[config.mk]
export PLATFORM = sky130hd
export DESIGN_NAME = imem_fetch_resp_flat
export DESIGN_NICKNAME = d
export VERILOG_FILES = /design/src/rtl/imem_fetch_resp_pkg.sv /design/src/rtl/imem_fetch_resp_if.sv /design/src/rtl/imem_fetch_resp.sv /design/src/flat_wrapper.sv
export SDC_FILE = /design/constraint.sdc
export NUM_CORES = 1
export LEC_CHECK = 0
export CORE_MARGIN = 3
export CORE_UTILIZATION = 45
export DETAILED_ROUTE_END_ITERATION = 7
export GPL_TIMING_DRIVEN = 0
export PLACE_DENSITY_LB_ADDON = 0.08
export SLEW_MARGIN = 20
export SYNTH_ARGS = -nofsm -noshare
export SYNTH_HDL_FRONTEND = slang
export SYNTH_SLANG_ARGS = --single-unit
[constraint.sdc]
create_clock -name clk -period 7.07 [get_ports clk]
set_input_delay 1.414 -clock clk [delete_from_list [all_inputs] [get_ports clk]]
set_output_delay 1.414 -clock clk [all_outputs]
set_load 0.01 [all_outputs]
[src/rtl/imem_fetch_resp_pkg.sv]
// Shared fetch-pipeline definitions: NOP encoding, address width, responder
// FSM encoding and the line-alignment helper used by the fetch responder.
package imem_fetch_resp_pkg;

   localparam int unsigned ADDR_W    = 64;
   localparam int unsigned TAG_W     = ADDR_W - 3;
   localparam logic [31:0] NOP_INSTR = 32'h0000_0013;
   localparam logic [63:0] RESET_PC  = 64'h0000_0000_8000_0000;

   // Responder FSM encoding
   localparam logic [1:0] ST_IDLE = 2'd0;
   localparam logic [1:0] ST_REQ  = 2'd1;
   localparam logic [1:0] ST_WAIT = 2'd2;
   localparam logic [1:0] ST_DROP = 2'd3;

   typedef enum logic [1:0] {
      S_IDLE = ST_IDLE,
      S_REQ  = ST_REQ,
      S_WAIT = ST_WAIT,
      S_DROP = ST_DROP
   } fetch_state_e;

   // Doubleword-aligned bus address for a fetch pc
   function automatic logic [ADDR_W-1:0] dw_align(input logic [ADDR_W-1:0] a);
      return {a[ADDR_W-1:3], 3'b000};
   endfunction

endpackage

[src/rtl/imem_fetch_resp_if.sv]
// Memory-side read bus between the fetch responder (master) and the
// instruction memory (slave): one address channel, one data channel.
interface imem_fetch_resp_if
   import imem_fetch_resp_pkg::*;
();

   logic              arvalid;
   logic [ADDR_W-1:0] araddr;
   logic              arready;
   logic              rvalid;
   logic [63:0]       rdata;

   modport master (
      output arvalid,
      output araddr,
      input  arready,
      input  rvalid,
      input  rdata
   );

   modport slave (
      input  arvalid,
      input  araddr,
      output arready,
      output rvalid,
      output rdata
   );

endinterface

[src/rtl/imem_fetch_resp.sv]
// Instruction fetch responder: a single 64-bit line buffer answers fetches
// in the same cycle; misses are fetched over the read bus while the fetch
// stage is stalled. A redirect during a fetch lets the old read finish and
// throws its data away, so only one read is ever outstanding.
module imem_fetch_resp
   import imem_fetch_resp_pkg::*;
(
   input  logic                 clk,
   input  logic                 rstn,
   input  logic [ADDR_W-1:0]    pc_i,
   input  logic                 flush_i,
   input  logic                 inval_i,
   output logic [31:0]          instr_o,
   output logic                 instr_valid_o,
   output logic                 fetch_stall_o,
   output logic                 misalign_o,
   imem_fetch_resp_if.master    mem
);

   fetch_state_e      state_q;
   logic              arvalid_q;
   logic [ADDR_W-1:0] araddr_q;
   logic              drop_q;      // flush seen while the request was still waiting for arready
   logic              buf_valid_q;
   logic [TAG_W-1:0]  buf_tag_q;
   logic [63:0]       buf_data_q;

   logic              misalign_s;
   logic              hit_s;
   logic              miss_s;

   // Same-cycle hit/miss decode and fetch-stage outputs
   always_comb begin
      misalign_s = (pc_i[1:0] != 2'b00);
      hit_s      = buf_valid_q && (buf_tag_q == pc_i[ADDR_W-1:3]) && !misalign_s;
      miss_s     = !hit_s && !misalign_s;
      if (hit_s) begin
         instr_o = pc_i[2] ? buf_data_q[63:32] : buf_data_q[31:0];
      end else begin
         instr_o = NOP_INSTR;
      end
      instr_valid_o = hit_s;
      fetch_stall_o = miss_s;
      misalign_o    = misalign_s;
   end

   assign mem.arvalid = arvalid_q;
   assign mem.araddr  = araddr_q;

   // Miss FSM, read-bus request registers and line buffer fill/invalidate
   always_ff @(posedge clk) begin
      if (!rstn) begin
         state_q     <= S_IDLE;
         arvalid_q   <= 1'b0;
         araddr_q    <= '0;
         drop_q      <= 1'b0;
         buf_valid_q <= 1'b0;
         buf_tag_q   <= '0;
         buf_data_q  <= 64'd0;
      end else begin
         // A fill in the same cycle overrides this below
         if (inval_i) begin
            buf_valid_q <= 1'b0;
         end
         case (state_q)
            S_IDLE: begin
               if (miss_s && !flush_i) begin
                  state_q   <= S_REQ;
                  arvalid_q <= 1'b1;
                  araddr_q  <= dw_align(pc_i);
                  drop_q    <= 1'b0;
               end
            end
            S_REQ: begin
               // The request is never retracted; a flush only marks it for dropping
               if (mem.arready) begin
                  arvalid_q <= 1'b0;
                  drop_q    <= 1'b0;
                  state_q   <= (drop_q || flush_i) ? S_DROP : S_WAIT;
               end else if (flush_i) begin
                  drop_q <= 1'b1;
               end
            end
            S_WAIT: begin
               if (mem.rvalid) begin
                  buf_data_q  <= mem.rdata;
                  buf_tag_q   <= araddr_q[ADDR_W-1:3];
                  buf_valid_q <= 1'b1;
                  state_q     <= S_IDLE;
               end else if (flush_i) begin
                  state_q <= S_DROP;
               end
            end
            S_DROP: begin
               if (mem.rvalid) begin
                  state_q <= S_IDLE;
               end
            end
            default: begin
               state_q   <= S_IDLE;
               arvalid_q <= 1'b0;
               drop_q    <= 1'b0;
            end
         endcase
      end
   end

endmodule

[src/flat_wrapper.sv]
// flat-port wrapper written by rule: the top's interface ports become plain ports
module imem_fetch_resp_flat import imem_fetch_resp_pkg::*;
  (clk, rstn, pc_i, flush_i, inval_i, instr_o, instr_valid_o, fetch_stall_o, misalign_o, mem_arvalid, mem_araddr, mem_arready, mem_rvalid, mem_rdata);
  imem_fetch_resp_if mem_i ();
  input  logic clk;
  input  logic rstn;
  input  logic [ADDR_W-1:0] pc_i;
  input  logic flush_i;
  input  logic inval_i;
  output logic [31:0] instr_o;
  output logic instr_valid_o;
  output logic fetch_stall_o;
  output logic misalign_o;
  output wire logic [$bits(mem_i.arvalid)-1:0] mem_arvalid;
  output wire logic [$bits(mem_i.araddr)-1:0] mem_araddr;
  input wire logic [$bits(mem_i.arready)-1:0] mem_arready;
  input wire logic [$bits(mem_i.rvalid)-1:0] mem_rvalid;
  input wire logic [$bits(mem_i.rdata)-1:0] mem_rdata;
  assign mem_arvalid = mem_i.arvalid;
  assign mem_araddr = mem_i.araddr;
  assign mem_i.arready = mem_arready;
  assign mem_i.rvalid = mem_rvalid;
  assign mem_i.rdata = mem_rdata;
  imem_fetch_resp u_core (.clk(clk), .rstn(rstn), .pc_i(pc_i), .flush_i(flush_i), .inval_i(inval_i), .instr_o(instr_o), .instr_valid_o(instr_valid_o), .fetch_stall_o(fetch_stall_o), .misalign_o(misalign_o), .mem(mem_i));
endmodule
==> qor.yml <==
synthArstFlopShare_pct: 0
period_share_pct: 86.7
hold_ws_ns: 0.457
viasPerCell: 4.94
clock_sinks: 191
clock_skew_ns: 0.00808
numCtsBuffers: 17
dieWidth_um: 143
path_buf_inv: 3
worst-path-max-fanout: 10
grt_pass1_vias: 7091
grt-ovfl-total: 0
grt_usage_pct: 23.9
powerDensity_nw_per_um2: 200
postCtsSetupRepairBufs: 0
nets: 1388
synth_cell_types: 33
critPathSlowestCell: "clkdlybuf4s50_1"
ys_top_cells_by_count: "nand2_1 (375), dfxtp_1 (191), a21boi_0 (126)"
vias: 7397
hold_violations: 0
core_area_um2: 18200
synthCells: 1005
hpwlAfterDp_mm: 18.7
hold_buffers: 0
drtPass1Iterations: 5
fp.dieH_um: 143
syn_area_um2: 8460
wl_mm: 24.9
synth_edf_count: 0
fin_ws_ns: 0.943
vdd_ir_drop_max_v: 0.000169
setup-tns-final_ns: 0
arrival_ns: 4.71
post_cts_resized: 0
rsz0062_at_grt: "false"
synth_top_cell_by_area: "dfxtp_1"
cp_slowest_stage_delay_ns: 0.55
cts_tree: "done"
synth_area_per_cell_um2: 8.42
area_growth_syn_to_layout_pct: 37.3
final_max_slew_viol_count: 0
critical_path.cell_chain: "clkdlybuf4s50_1 -> xnor2_1 -> nand4_1 -> nor4_1 -> nand4_1 -> nor2_1 -> nand2_1 -> clkbuf_1 -> nor2_1 -> clkdlybuf4s50_1"
cts.clk_slew.worst_paths_ns: 0.07
start_util_pct: 46.5
slew_headroom_pct: 47.8
ys.flop_type: "dfxtp_1"
dieArea_um2: 20500
wl_per_cell_um: 16.6
synth.most_common_cell: "nand2_1"
grt_pass1_wl_mm: 38.3
cts_root_buf: "clkbuf_16"
final_util_pct: 63.8
yosys_warnings: 0
place.gp.congestion: 0.822
synth.top_cell.area_share_pct: 45.2
status: "finished clean"
leakagePower_nw: 4.33
drtIter0Drc: 306
worstHoldPathType: "flip-flop to flip-flop"
antenna_found_initial: 1
tightestPinTransition_ns: 0.780
grt_max_degree: 18
required_ns: 5.66
setup_viol: 0
post-route-min-period_ns: 6.13
max_freq_mhz: 163
num_io_pins: 234
place_ws_ns: 1.00
final_layout_size_suffix_gt1_share_pct: 3.63
synth_area_leaders: "dfxtp_1 (45%), nand2_1 (17%), a21boi_0 (11%)"
rows: 49
h-tree-depth: 4
cp_top_family: "simple AND/OR/NAND/NOR gates"
drc: 0
cts_max_path_buffers: 2
seq_area_frac_synth_pct: 45.2
drv_cap: 0
ys_ff_latch: 191
crit_path_end_kind: "output port"
drt.antenna.violating_nets: 0
clock_latency_ns: 0.43
n_antenna_cell: 0
critPathKind: "primary input to output port"
port_buffers: 228
critPathLaunchType: "primary input"
-- cells in the final DEF, fill, tap and decap left out, types with 2 or more instances in the layout --
| master | count |
|---|---|
| buf_1 | 8 |
| clkinv_2 | 2 |
| clkbuf_16 | 17 |
| buf_4 | 3 |
| clkinvlp_4 | 3 |
| clkbuf_8 | 2 |
| inv_1 | 15 |
| nand3_1 | 4 |
| xor2_1 | 10 |
| inv_6 | 5 |
| dfxtp_1 | 191 |
| o22ai_1 | 2 |
| nand4_1 | 12 |
| mux2i_1 | 94 |
| buf_12 | 7 |
| clkdlybuf4s50_1 | 228 |
| xnor2_1 | 41 |
| nor4_1 | 7 |
| o21ai_0 | 2 |
| nor2_1 | 35 |
| o2bb2ai_1 | 5 |
| a21boi_0 | 126 |
| conb_1 | 3 |
| clkbuf_1 | 53 |
| nand2_1 | 375 |
-- state kept, by name, indices dropped and copies added (netlist names) --
| name | count |
|---|---|
| u_core.mem.arvalid | 1 |
| u_core.drop_q | 1 |
| u_core.buf_valid_q | 1 |
| u_core.buf_data_q | 64 |
| u_core.mem.araddr | 61 |
| u_core.buf_tag_q | 61 |
| u_core.state_q | 2 |
-- path summary, 6_finish.rpt --
path / endpoint / start / cells past startpoint / slack (ns)
max: instr_o[2] / pc_i[9] / 10 / 0.94
min: u_core.mem.arvalid / u_core.mem.arvalid / 2 / 0.46
min reg2reg: u_core.mem.arvalid / u_core.mem.arvalid / 2 / 0.46
max reg2reg: u_core.mem.araddr[15] / u_core.buf_tag_q[6] / 9 / 4.50
-- worst min-delay path: cells and delay by family (launching register included) --
kind            cells  cell delay (ns)
buf+inv             1             0.05
flops               1             0.32
compound gates      1             0.05
-- layer usage --
metal  share of wire, %  global-route usage (%)  up-vias
met4                1.6                    6.75        2
met3                5.8                    3.58       22
met2                 47                    39.8      217
met1                 45                    32.5     3380
li1                   -                       -     3776
met5              0.036                       0        -
-- through the flow --
step	power (mW)	instance area (µm²)	std cells
global placement	1.39	11000	1464
detailed placement	1.39	11000	1464
finish	2.33	11600	1496
CTS	2.34	11600	1496
global route	2.41	11600	1496
floorplan	1.24	8470	1007
-- cell families (layout without fill, tap and decap cells) --
| group | count (synthesis) | after routing | synth area share (%) |
|---|---|---|---|
| AO/OA/AOI/OAI | 141 | 141 | 12.5 |
| other | 1 | 3 | 0.0443 |
| AND/OR/NAND/NOR | 440 | 440 | 20.4 |
| flip-flops | 191 | 191 | 45.2 |
| XOR/XNOR | 51 | 51 | 5.28 |
| buffers and inverters | 87 | 347 | 5.35 |
| multiplexers | 94 | 94 | 11.1 |
-- area by class of cell --
class / instances / area, µm²
sequential: 191 / 3820
multi-input combinational: 729 / 4190
buffer: 72 / 397
inverter: 15 / 56.3
fill: 1615 / 6600
clock buffer: 19 / 453
clock inverter: 13 / 126
timing repair buffer: 228 / 2280
tap: 229 / 287
-- power breakdown --
group | internal (mW) | switching, mW | total [mW]
clock network | 0.512 | 0.444 | 0.956
registers | 1.10 | 0.0152 | 1.11
logic | 0.144 | 0.115 | 0.259
Power figures use the tool's default switching activity.
